### src/rtl/pc_next_seq.sv
// Next-PC sequencer: picks the next fetch address (sequential, branch, jump,
// call/return through a small return-address stack, stall hold, halt) and
// drives it combinationally into the PC register.
module pc_next_seq #(
    parameter int PC_WIDTH  = 6,
    parameter int RAS_DEPTH = 4
) (
    input  logic                clk,
    input  logic                rst,
    input  logic [PC_WIDTH-1:0] pc_cur,
    input  logic                stall,
    input  logic                branch_taken,
    input  logic [PC_WIDTH-1:0] branch_off,
    input  logic                jump,
    input  logic                call,
    input  logic [PC_WIDTH-1:0] jump_target,
    input  logic                ret,
    input  logic                halt,
    output logic [PC_WIDTH-1:0] pc_next,
    output logic                redirect_pending,
    output logic                ras_empty,
    output logic                ras_full,
    output logic                ras_underflow,
    output logic                halted
);

    localparam int PW = (RAS_DEPTH > 1) ? $clog2(RAS_DEPTH) : 1;
    localparam int CW = PW + 1;

    typedef enum logic [1:0] {
        ST_RUN  = 2'd0,
        ST_PEND = 2'd1,
        ST_HALT = 2'd2
    } state_t;

    state_t              state_reg;
    logic [PC_WIDTH-1:0] pend_target_reg;
    logic                redirect_pending_reg;
    logic                halted_reg;

    // Return-address stack: circular buffer, top_reg is the next write slot.
    // Read is combinational because a return redirects in the same cycle.
    logic [PC_WIDTH-1:0] ras_mem [RAS_DEPTH];
    logic [PW-1:0]       top_reg, top_next;
    logic [CW-1:0]       count_reg, count_next;
    logic                ras_empty_reg, ras_full_reg, ras_underflow_reg;

    logic [PC_WIDTH-1:0] seq, branch_tgt, target;
    logic [PW-1:0]       pop_idx;
    logic                accept, ras_nonempty;
    logic                do_halt, do_ret, do_call, do_jump, do_branch, redirect;

    // Request arbitration and target selection (halt > ret > call > jump > branch > seq).
    always_comb begin
        seq          = pc_cur + PC_WIDTH'(1);
        branch_tgt   = seq + branch_off;
        accept       = (state_reg != ST_HALT) && !rst;
        do_halt      = accept && halt;
        do_ret       = accept && !halt && ret;
        do_call      = accept && !halt && !ret && call;
        do_jump      = accept && !halt && !ret && !call && jump;
        do_branch    = accept && !halt && !ret && !call && !jump && branch_taken;
        redirect     = do_ret || do_call || do_jump || do_branch;
        pop_idx      = top_reg - PW'(1);
        ras_nonempty = (count_reg != '0);
        target       = seq;
        if (do_ret) begin
            target = ras_nonempty ? ras_mem[pop_idx] : seq;
        end else if (do_call) begin
            target = jump_target;
        end else if (do_jump) begin
            target = jump_target;
        end else if (do_branch) begin
            target = branch_tgt;
        end
    end

    // Next PC: hold while stalled or halted, deliver a held redirect on release.
    always_comb begin
        pc_next = pc_cur;
        if (rst) begin
            pc_next = '0;
        end else begin
            case (state_reg)
                ST_RUN: begin
                    if (!do_halt && !stall) pc_next = target;
                end
                ST_PEND: begin
                    if (!do_halt && !stall) pc_next = redirect ? target : pend_target_reg;
                end
                default: pc_next = pc_cur;
            endcase
        end
    end

    // Stack pointer/occupancy update; a push on a full stack overwrites the oldest entry.
    always_comb begin
        top_next   = top_reg;
        count_next = count_reg;
        if (do_call) begin
            top_next = top_reg + PW'(1);
            if (count_reg != CW'(RAS_DEPTH)) count_next = count_reg + CW'(1);
        end else if (do_ret && ras_nonempty) begin
            top_next   = pop_idx;
            count_next = count_reg - CW'(1);
        end
    end

    // Sequencer FSM with registered status outputs.
    always_ff @(posedge clk) begin
        if (rst) begin
            state_reg            <= ST_RUN;
            pend_target_reg      <= '0;
            redirect_pending_reg <= 1'b0;
            halted_reg           <= 1'b0;
        end else begin
            case (state_reg)
                ST_RUN: begin
                    if (do_halt) begin
                        state_reg  <= ST_HALT;
                        halted_reg <= 1'b1;
                    end else if (stall && redirect) begin
                        state_reg            <= ST_PEND;
                        pend_target_reg      <= target;
                        redirect_pending_reg <= 1'b1;
                    end
                end
                ST_PEND: begin
                    if (do_halt) begin
                        state_reg            <= ST_HALT;
                        halted_reg           <= 1'b1;
                        redirect_pending_reg <= 1'b0;
                    end else if (stall) begin
                        if (redirect) pend_target_reg <= target;
                    end else begin
                        state_reg            <= ST_RUN;
                        redirect_pending_reg <= 1'b0;
                    end
                end
                default: state_reg <= ST_HALT;
            endcase
        end
    end

    // Stack bookkeeping and flags; contents are discarded on reset by clearing the count.
    always_ff @(posedge clk) begin
        if (rst) begin
            top_reg           <= '0;
            count_reg         <= '0;
            ras_empty_reg     <= 1'b1;
            ras_full_reg      <= 1'b0;
            ras_underflow_reg <= 1'b0;
        end else begin
            top_reg       <= top_next;
            count_reg     <= count_next;
            ras_empty_reg <= (count_next == '0);
            ras_full_reg  <= (count_next == CW'(RAS_DEPTH));
            if (do_ret && !ras_nonempty) ras_underflow_reg <= 1'b1;
        end
    end

    // Stack storage write on an accepted call.
    always_ff @(posedge clk) begin
        if (do_call) ras_mem[top_reg] <= seq;
    end

    assign redirect_pending = redirect_pending_reg;
    assign halted           = halted_reg;
    assign ras_empty        = ras_empty_reg;
    assign ras_full         = ras_full_reg;
    assign ras_underflow    = ras_underflow_reg;

endmodule

### config.mk
export PLATFORM = sky130hd
export DESIGN_NAME = pc_next_seq
export DESIGN_NICKNAME = d
export VERILOG_FILES = /design/src/rtl/pc_next_seq.sv
export SDC_FILE = /design/constraint.sdc
export NUM_CORES = 1
export LEC_CHECK = 0
export CAP_MARGIN = 20
export CORE_UTILIZATION = 59
export DETAILED_ROUTE_END_ITERATION = 10
export HOLD_SLACK_MARGIN = 0.15
export PLACE_DENSITY = 0.84
export SLEW_MARGIN = 40
export SYNTH_ARGS = -nofsm -noshare
export SYNTH_HDL_FRONTEND = slang
export SYNTH_SLANG_ARGS = --single-unit
### constraint.sdc
create_clock -name clk -period 9.6 [get_ports clk]
set_input_delay 1.92 -clock clk [delete_from_list [all_inputs] [get_ports clk]]
set_output_delay 1.92 -clock clk [all_outputs]
set_load 0.01 [all_outputs]
**Yosys cells after proc, flatten, opt, wreduce, memory -nomap -nowiden**

Memory sizes are Yosys's and may differ from the RTL's.
Cells that the tools add are included.

- Input bits: 26
- Memories kept: 1
- Latch bits: 0
- Logic and storage cells: 93
- Bits in read-only memories: 0
- Output and inout port bits: 11
- Register bits after elaboration: 18
- Memory bits (writable): 24

Memory list:

| memory | depth | width | rd ports | clocked after Yosys merged registers in | write ports | RTL line | source |
|---|---|---|---|---|---|---|---|
| ras_mem | 4 | 6 | 1 | 0 | 1 | 43 | `logic [PC_WIDTH-1:0] ras_mem [RAS_DEPTH];` |

- Reductions and logical operators: 35
- Divide/modulo/power cells: 0
- Order comparisons: 0
- Equality and inequality tests: 10
- Bitwise logic cells: 0
- $add $sub $neg: 6
- Muxes and demuxes: 32
- Multipliers: 0
- Shift-type cells: 0

Operators by type and width:

| kind | number |
|---|---|
| $mux 6 | 13 |
| $pmux 6 s2 | 2 |
| $logic_and 1x1->1 | 14 |
| $mux 2 | 6 |
| $ne 2x2->1 const B | 5 |
| $mux 3 | 3 |
| $ne 3x3->1 const B | 3 |
| $logic_not 1->1 | 8 |
| $add 6x1->6 const B | 1 |
| $add 6x6->6 | 1 |
| $mux 1 | 6 |
| $reduce_and 5->1 | 1 |
| $pmux 2 s2 | 1 |
| $reduce_and 2->1 | 2 |
| $reduce_and 4->1 | 1 |
| $reduce_bool 2->1 | 2 |
| $add 3x1->3 const B | 1 |
| $eq 3x3->1 const B | 1 |
| $logic_not 3->1 | 1 |
| $logic_or 1x1->1 | 3 |
| $reduce_bool 3->1 | 1 |
| $sub 3x1->3 const B | 1 |
| $add 2x1->2 const B | 1 |
| $eq 2x1->1 const B | 1 |
| 4 further kinds | 4 |

**Logic depth before layout (Yosys ltp)**

Gate-level depths: netlist of the first run.

- Word-level depth: 15
- Depth in mapped cells: 11
- Gate-level depth less buffers: 11

**Least setup slack after synthesis of the first run**

No wires, ideal clock.

- Path type: input to output
- Start: input pc_cur[0]
- End: output pc_next[5]
- Cell stages on the path: 9
- Data required time: 7.680 ns
- Arrival time: 4.134 ns
- Path buffers: 0
- Path slack: 3.546 ns
- Path through: ha_1 xor2_1 ha_1 o21a_1 a2111o_1 o311ai_0 mux2i_1 a311oi_1 nor4_1

- Longest elaborated chain between the ends: 10
- Elaborated cells on any way between the ends: 12
- Classes of those cells: 2 x add/sub; 10 x mux

Ends and longest elaborated chain:

| element | RTL line | source |
|---|---|---|
| start, declared | 10 | `input logic [PC_WIDTH-1:0] pc_cur,` |
| $add 6x1->6 * | 55 | `seq = pc_cur + PC_WIDTH'(1);` |
| via seq[2] | 48 | `logic [PC_WIDTH-1:0] seq, branch_tgt, target;` |
| $add 6x6->6 * | 56 | `branch_tgt = seq + branch_off;` |
| $mux 6 * | 73 | `end else if (do_branch) begin` |
| $mux 6 * | 71 | `end else if (do_jump) begin` |
| $mux 6 * | 69 | `end else if (do_call) begin` |
| $mux 6 * | 67 | `if (do_ret) begin` |
| $mux 6 | -- |  |
| $mux 6 | 89 | `if (!do_halt && !stall) pc_next = redirect ? target : pend_target_reg;` |
| $pmux 6 s2 * | 84 | `case (state_reg)` |
| $mux 6 * | 81 | `if (rst) begin` |
| end, declared | 19 | `output logic [PC_WIDTH-1:0] pc_next,` |

Mark *: on every way through the listed nets, which the timed path passes. The rest lies on a longest branch.

**Worst setup path in the final report of the first run**

Ends and elaborated chain as after synthesis.

==> results.cfg, run 1 <==
[logic_synthesis]
ys_warn_count = 0
yosysUniqueCellTypes = 56
yosysTopAreaCellShare = 0.281
synth-edff-count = 24
synth_area_per_cell_um2 = 9.91
synthCells = 259
seq_area_frac_synth = 0.421
synthesis.area_mm2 = 0.00257
synth-main-ff-cell = edfxtp_1
synth_area_leaders = edfxtp_1, dfxtp_1, ha_1
synth_top_area_cell = edfxtp_1
ys_ff_latch = 42
syn_nets = 299
async_flop_share = 0

[timing]
relSlewSlack = 0.433
tightest_slew_ns = 0.844
maxSlewViolCount = 0
worst_clock_skew_ns = 0.00944
hold_viol = 0
hold_slack_ns = 0.482
clock.fmax_mhz = 136
fin_crit_sh = 0.766
setup_viol = 0
setup_ws_ns = 2.25
rsz0062_at_grt = no
finalCriticalPeriod_ns = 7.35
setup_total_negative_slack_ns = 0

[critical_path]
reg2reg_depth = 5
rr_startpoint = top_reg[0]
critPathSlowestCell = clkdlybuf4s50_1
max_stage_delay_ns = 0.58
crit_start = pc_cur[0]
worstPathMaxFanout = 6
crit_arrival_ns = 5.43
crit_path_end_kind = output pin
rrSetupSlack_ns = 7.01
r2r-end = pend_target_reg[1]
critical_path_class = in -> out
path_cells = clkdlybuf4s50_1, ha_1, xor2_1, ha_1, o21a_1, a2111o_1, o311ai_0, mux2i_1, a311oi_1, nor4_1, clkdlybuf4s50_1
cp-start-kind = input port
cp.required_ns = 7.68

[layout]
layout_common_cells = clkdlybuf4s50_1, nor2_1, edfxtp_1, nand2_1, dfxtp_1
syn2layout_area_growth_pct = 17.8
multiInputGateArea_mm2 = 0.00137
fillers = 301
fin_cells = 341
regArea_mm2 = 0.00108
final_common_cell = clkdlybuf4s50_1
drive_gt1_frac = 0.0756
largest_reg_flops = 24
antenna_cells = 0
nets = 330

[cts]
postCtsSetupRepairBufs = 0
htree_levels = 2
cts_root_buf = clkbuf_8
cts_made_buffers = 5
cts_tree = done
path_clk_slew_ns = 0.09
clk_latency_ns = 0.31
clk_path_buf_depth = 2
cts_hold_buffers = 0
cts_sinks = 42
cts_resized = 0

[floorplanning]
chipHeight_um = 68.0
initial_core_util = 0.628
num_rows = 23
dieArea_mm2 = 0.00462
die_width_um = 68.0
core_area_mm2 = 0.00409
ios = 37

[place]
post-dp-hpwl_um = 4590
dpl_worst_slack_ns = 2.28
portBuffers = 36
gp_congestion = 0.967
place_inst = 333

[route]
ant_nets = 0
first_iter_violations = 147
drc = 0
vias_per_cell = 6.35
drtPass1Iterations = 5
vias = 2165
post_drt_wl_per_cell_um = 18.0
drt-total-wl_um = 6130

[power_and_ir_drop]
vdd_ir_drop_max_mv = 0.103
power.internal_mw = 0.287
power_frac_comb = 0.202
p_seq_frac = 0.487
switching_share = 0.293
pwr_density_cell_mw_per_mm2 = 134
power.total_mw = 0.406
p_leak_nw = 1.11
power.switching_mw = 0.119
p_clk_frac = 0.311

[hold_path]
min_to = ras_underflow
hold_path_startpoint = ras_underflow
hold_depth = 2
hp-class = reg -> reg

[global_routing]
grt_max_degree = 26
first_global_vias = 2027
grt_antenna_before_repair = 0
grt_pass1_wl_um = 9890
grt_overflow = 0
grt_use_total = 0.298

[job]
max_cap_viol_count = 0

[outcome]
status = complete, no violations
logic make-up (layout without fill, tap and decap cells):
kind of cell | after synthesis | after routing | share of synthesized area
and+or+nand+nor | 95 | 95 | 0.193
AOI/OAI and AO/OA | 62 | 62 | 0.167
DFF | 42 | 42 | 0.421
buffers and inverters | 26 | 58 | 0.0434
adders and majority gates | 14 | 14 | 0.0712
muxes | 13 | 13 | 0.0804
xor gates and xnor gates | 7 | 7 | 0.0239
how the worst max path moves through the flow:
stage,endpoint,slack [ns],depth (start not counted)
after global placement,pc_next[5],2.39,11
after detailed placement,pc_next[5],2.28,11
after CTS,pc_next[5],2.28,11
final,pc_next[5],2.25,11
after floorplan,pc_next[5],3.55,9
after global routing,pc_next[5],1.96,11
area by class of cell:
| type | instances | area share |
|---|---|---|
| Timing Repair Buffer | 36 | 0.118 |
| Tap cell | 50 | 0.0207 |
| Inverter | 14 | 0.0174 |
| Clock buffer | 5 | 0.0228 |
| Clock inverter | 3 | 0.00952 |
| Sequential cell | 42 | 0.358 |
| Multi-Input combinational cell | 191 | 0.454 |
power by group through the flow:
stage / Clock, mW / Sequential (mW) / Combinational (mW)
2_1_floorplan: 0 / 0.201 / 0.0502
3_3_place_gp: 0 / 0.201 / 0.0790
3_5_place_dp: 0 / 0.202 / 0.0803
4_1_cts: 0.126 / 0.198 / 0.0810
5_1_grt: 0.135 / 0.198 / 0.0895
6_report: 0.126 / 0.198 / 0.0819
critical path: cells and delay by family:
family                   cells  cell delay (ns)
AO/OA/AOI/OAI                4             0.87
XOR/XNOR                     1             0.42
adder cells (fa/ha/maj)      2             0.60
buffers and inverters        2             1.15
multiplexers                 1             0.28
AND/OR/NAND/NOR              1             0.19
cells in the mapped netlist, types with 3 or more instances:
library cell and n:
a211oi_1 6, a21oi_1 14, a31oi_1 3, and3_1 7, buf_2 5, clkbuf_1 6
dfxtp_1 18, edfxtp_1 24, ha_1 13, inv_1 14, mux2i_1 6, mux4_2 6
nand2_1 19, nand2b_1 3, nand3_1 8, nand4_1 4, nor2_1 25, nor2b_1 5
nor3_1 8, nor3b_1 3, o21ai_0 11, xnor2_1 4, xor2_1 3
routing by layer:
layer	part of all wire	wire, um	GRT usage
met5	0	0	0
met1	0.44	2710	0.404
met4	0.015	93	0.109
met3	0.060	365	0.0583
met2	0.48	2970	0.469
stage by stage:
| step | cell area [um2] | utilization |
|---|---|---|
| after global placement | 2930 | 0.717 |
| after floorplan | 2570 | - |
| after global routing | 3020 | 0.740 |
| final | 3020 | 0.740 |
| after detailed placement | 2930 | 0.717 |
| after CTS | 3030 | 0.741 |
(Power assumes the default switching activity.)
==> inputs of run 2 (changes only) <==
- CORE_UTILIZATION: 59 -> 55
- PLACE_DENSITY: 0.84 -> 0.79
- clock period: 9.6 -> 6.8 ns (I/O delays scaled with it)
==> run 2 against run 1 <==
Effect of this change:
- routed wire length increased by 0.44%
- power rose by 42%
- sequential share of layout area down 0.26 points
- die area up 7.1%
- sequential cell count unchanged
- clock skew fell by 0.0021 ns
- first-iteration DRC count increased by 6.8%
==> results.cfg, run 2 (same netlist as run 1, synthesis figures left out) <==
[layout]
largest_reg_flops = 24
antenna_cells = 0
fin_util = 0.690
nets = 332
final_common_cell = clkdlybuf4s50_1
finalInstanceArea_mm2 = 0.00305
syn2layout_area_growth_pct = 18.7
fin_cells = 345
drive_gt1_frac = 0.0785
layout_common_cells = clkdlybuf4s50_1, nor2_1, edfxtp_1, nand2_1, dfxtp_1

[route]
post_drt_wl_per_cell_um = 17.9
drtPass1Iterations = 7
drt-total-wl_um = 6160
drc = 0
first_iter_violations = 157
ant_nets = 0
vias_per_cell = 6.38
vias = 2200

[floorplanning]
dieArea_mm2 = 0.00494
chipHeight_um = 70.3
ios = 37
core_area_mm2 = 0.00441
num_rows = 24
initial_core_util = 0.581
die_width_um = 70.3

[place]
gp_congestion = 0.992
dpl_worst_slack_ns = 0.605
dpl_cell_area_mm2 = 0.00295
portBuffers = 36
place_inst = 337
post-dp-hpwl_um = 4560

[job]
max_cap_viol_count = 0

[critical_path]
cp.required_ns = 5.44
crit_path_end_kind = output pin
path_cells = clkdlybuf4s50_1, ha_1, xor2_1, ha_1, o21a_1, a2111o_1, o311ai_0, mux2i_1, a311oi_1, nor4_1, clkdlybuf4s50_1
max_stage_delay_ns = 0.59
critPathSlowestCell = clkdlybuf4s50_1
cp-start-kind = input port
crit_arrival_ns = 4.93
worstPathMaxFanout = 6
critical_path_class = in -> out

[timing]
setup_ws_ns = 0.509
maxSlewViolCount = 0
fin_crit_sh = 0.925
hold_viol = 0
clock.fmax_mhz = 159
worst_clock_skew_ns = 0.00732
setup_viol = 0
rsz0062_at_grt = no
relSlewSlack = 0.420
finalCriticalPeriod_ns = 6.29
setup_total_negative_slack_ns = 0
tightest_slew_ns = 0.864

[outcome]
status = complete, no violations

[cts]
clk_latency_ns = 0.31
path_clk_slew_ns = 0.10
cts_tree = done
cts_root_buf = clkbuf_8
postCtsSetupRepairBufs = 0
cts_sinks = 42
cts_resized = 0
cts_made_buffers = 5
cts_hold_buffers = 0
clk_path_buf_depth = 2
htree_levels = 2

[global_routing]
grt_overflow = 0
grt_max_degree = 26
grt_use_total = 0.266
first_global_vias = 2039
grt_pass1_wl_um = 10100
grt_antenna_before_repair = 0

[hold_path]
hp-class = reg -> reg

[power_and_ir_drop]
p_leak_nw = 1.12
pwr_density_cell_mw_per_mm2 = 189
vdd_ir_drop_max_mv = 0.110
==> run 2: critical path: cells and delay by family <==
family | cells | cell delay (ns)
buffers and inverters | 2 | 1.17
multiplexers | 1 | 0.30
XOR/XNOR | 1 | 0.41
AO/OA/AOI/OAI | 4 | 0.89
adder cells (fa/ha/maj) | 2 | 0.59
AND/OR/NAND/NOR | 1 | 0.21
==> run 2: worst paths after layout <==
| check | slack, ns | end | depth (start not counted) | from |
|---|---|---|---|---|
| worst max-delay path | 0.51 | pc_next[5] | 11 | pc_cur[0] |
| worst min-delay path | 0.48 | ras_underflow | 2 | ras_underflow |
| worst max register to register | 4.26 | pend_target_reg[4] | 8 | top_reg[0] |
| worst min register to register | 0.48 | ras_underflow | 2 | ras_underflow |
==> run 2: stage by stage <==
step                hold WS (ns)  power [mW]
detailed placement         0.462       0.400
global placement           0.455       0.397
floorplan                  0.460       0.354
CTS                        0.486       0.575
finish                     0.485       0.576
global route               0.514       0.597
==> run 2: per-layer routing <==
metal  GRT usage  share of wire  wire length [um]
met5           0              0                 0
met4       0.104          0.018               112
met3      0.0462          0.063               386
met2       0.406           0.47              2870
met1       0.376           0.45              2790
==> run 2: power by group <==
group	leakage [nW]	switching, mW	internal [mW]	total, mW
Sequential	0.363	0.00464	0.274	0.279
Clock	0.0506	0.103	0.0769	0.180
Combinational	0.704	0.0627	0.0548	0.118
==> run 2: layout make-up <==
class                   count  area (um2)
flip-flops and latches     42        1080
repair buffers             38         375
multi-input cells         191        1370
fillers                   362        1370
clock inverters             3        28.8
inverters                  14        52.6
well taps                  52        65.1
clock buffers               5        68.8
==> inputs of run 3 (changes only) <==
- CORE_MARGIN: unset -> 4
- CTS_BUF_LIST: unset -> sky130_fd_sc_hd__clkbuf_16
==> run 3 against run 2 <==
Effect of this change:
- global-route usage fell by 3.7 points
- combinational power barely moved
- power rose by 10%
- non-clock buffer count fell by 1
- critical path depth did not move
- die area rose by 18%
- clock power rose by 32%
- via count rose by 0.86%
- hold slack got worse by 0.0096 ns
- register-to-register slack got worse by 0.12 ns
==> results.cfg, run 3 (same netlist as run 1, synthesis figures left out) <==
[place]
portBuffers = 36
gp_congestion = 0.904
dpl_cell_area_mm2 = 0.00294
post-dp-hpwl_um = 4750

[global_routing]
first_global_vias = 2027
grt_use_total = 0.229
grt_antenna_before_repair = 0
grt_max_degree = 26
grt_pass1_wl_um = 10400
grt_overflow = 0

[layout]
drive_gt1_frac = 0.0788
largest_reg_flops = 24
nets = 331
fillers = 339
syn2layout_area_growth_pct = 20.6
final_common_cell = clkdlybuf4s50_1
layout_common_cells = clkdlybuf4s50_1, nor2_1, edfxtp_1, nand2_1, dfxtp_1
antenna_cells = 0
finalInstanceArea_mm2 = 0.00309

[timing]
tightest_slew_ns = 0.669
setup_total_negative_slack_ns = 0
setup_viol = 0
rsz0062_at_grt = no
maxSlewViolCount = 0
relSlewSlack = 0.553
clock.fmax_mhz = 157
fin_crit_sh = 0.935
worst_clock_skew_ns = 0.00210
hold_viol = 0
finalCriticalPeriod_ns = 6.36

[cts]
cts_root_buf = clkbuf_16
cts_made_buffers = 5
cts_resized = 0
path_clk_slew_ns = 0.06
cts_hold_buffers = 0
postCtsSetupRepairBufs = 0
cts_sinks = 42
htree_levels = 2
clk_path_buf_depth = 2
cts_tree = done
clk_latency_ns = 0.29

[floorplanning]
dieArea_mm2 = 0.00582
num_rows = 24
initial_core_util = 0.577
die_width_um = 76.3
chipHeight_um = 76.3
ios = 37
core_area_mm2 = 0.00444

[route]
first_iter_violations = 236
post_drt_wl_per_cell_um = 18.5
ant_nets = 0
drtPass1Iterations = 5
drc = 0
drt-total-wl_um = 6380
vias = 2219
vias_per_cell = 6.45

[hold_path]
hp-class = reg -> reg
hold_path_startpoint = halted

[critical_path]
rr_startpoint = top_reg[0]
critPathSlowestCell = clkdlybuf4s50_1
path_cells = clkdlybuf4s50_1, ha_1, xor2_1, ha_1, o21a_1, a2111o_1, o311ai_0, mux2i_1, a311oi_1, nor4_1, clkdlybuf4s50_1
cp_top_family = buffers and inverters
cp.required_ns = 5.44
cp-start-kind = input port
crit_arrival_ns = 5.00
crit_start = pc_cur[0]
crit_path_end_kind = output pin
critical_path_class = in -> out
max_stage_delay_ns = 0.59
worstPathMaxFanout = 6
crit_buf_inv = 2

[power_and_ir_drop]
p_leak_nw = 1.13
pwr_density_cell_mw_per_mm2 = 205
vdd_ir_drop_max_mv = 0.157

[outcome]
status = complete, no violations

[job]
max_cap_viol_count = 0
-- run 3: cell types whose count changed in the layout (fill, tap and decap cells not counted) --
cell        delta
clkbuf_16      +5
clkbuf_8       -5
clkinvlp_4     +2
buf_4          -1
clkinv_4       -1
inv_8          -1
nor3_1         -1
nor3_2         +1
-- run 3: worst paths after layout --
path	to	slack, ns	depth (start not counted)
max reg2reg	pend_target_reg[4]	4.14	8
max	pc_next[5]	0.44	11
min reg2reg	halted	0.47	2
min	halted	0.47	2
-- run 3: final cells by class --
cell class              count  area [um2]  share of cell area
multi-input cells         191        1380               0.446
well taps                  52        65.1              0.0210
clock inverters             3        23.8             0.00768
inverters                  14        52.6              0.0170
repair buffers             37         368               0.119
clock buffers               5         125              0.0404
flip-flops and latches     42        1080               0.349
-- run 3: stage by stage --
step	total power, mW	worst slack [ns]	cells	utilization	hold slack (ns)
3_3_place_gp	0.397	0.700	336	0.662	0.455
6_report	0.636	0.444	344	0.696	0.475
3_5_place_dp	0.400	0.542	336	0.662	0.466
5_1_grt	0.664	0.324	344	0.696	0.522
4_1_cts	0.638	0.552	344	0.695	0.480
2_1_floorplan	0.354	1.87	259	-	0.460
-- run 3: routing by layer --
metal / share of wire / track usage / vias to the layer above
met3: 0.075 / 0.0437 / 14
met1: 0.43 / 0.308 / 1045
li1: - / - / 1048
met2: 0.47 / 0.367 / 112
met4: 0.024 / 0.0833 / 0
met5: 0 / 0 / -
-- run 3: worst register-to-register path, stage by stage, from the launching register on --
cell	delay, ns
dfxtp_1	0.69
inv_1	0.16
ha_1	0.55
mux4_2	0.28
nor2_1	0.04
a21oi_1	0.26
o32ai_1	0.20
mux2_1	0.33
nor2_1	0.09
-- run 3: where the power goes --
| group | switching [mW] | leakage, nW | internal, mW |
|---|---|---|---|
| logic | 0.0640 | 0.700 | 0.0546 |
| registers | 0.00448 | 0.363 | 0.275 |
| clock network | 0.101 | 0.0664 | 0.137 |
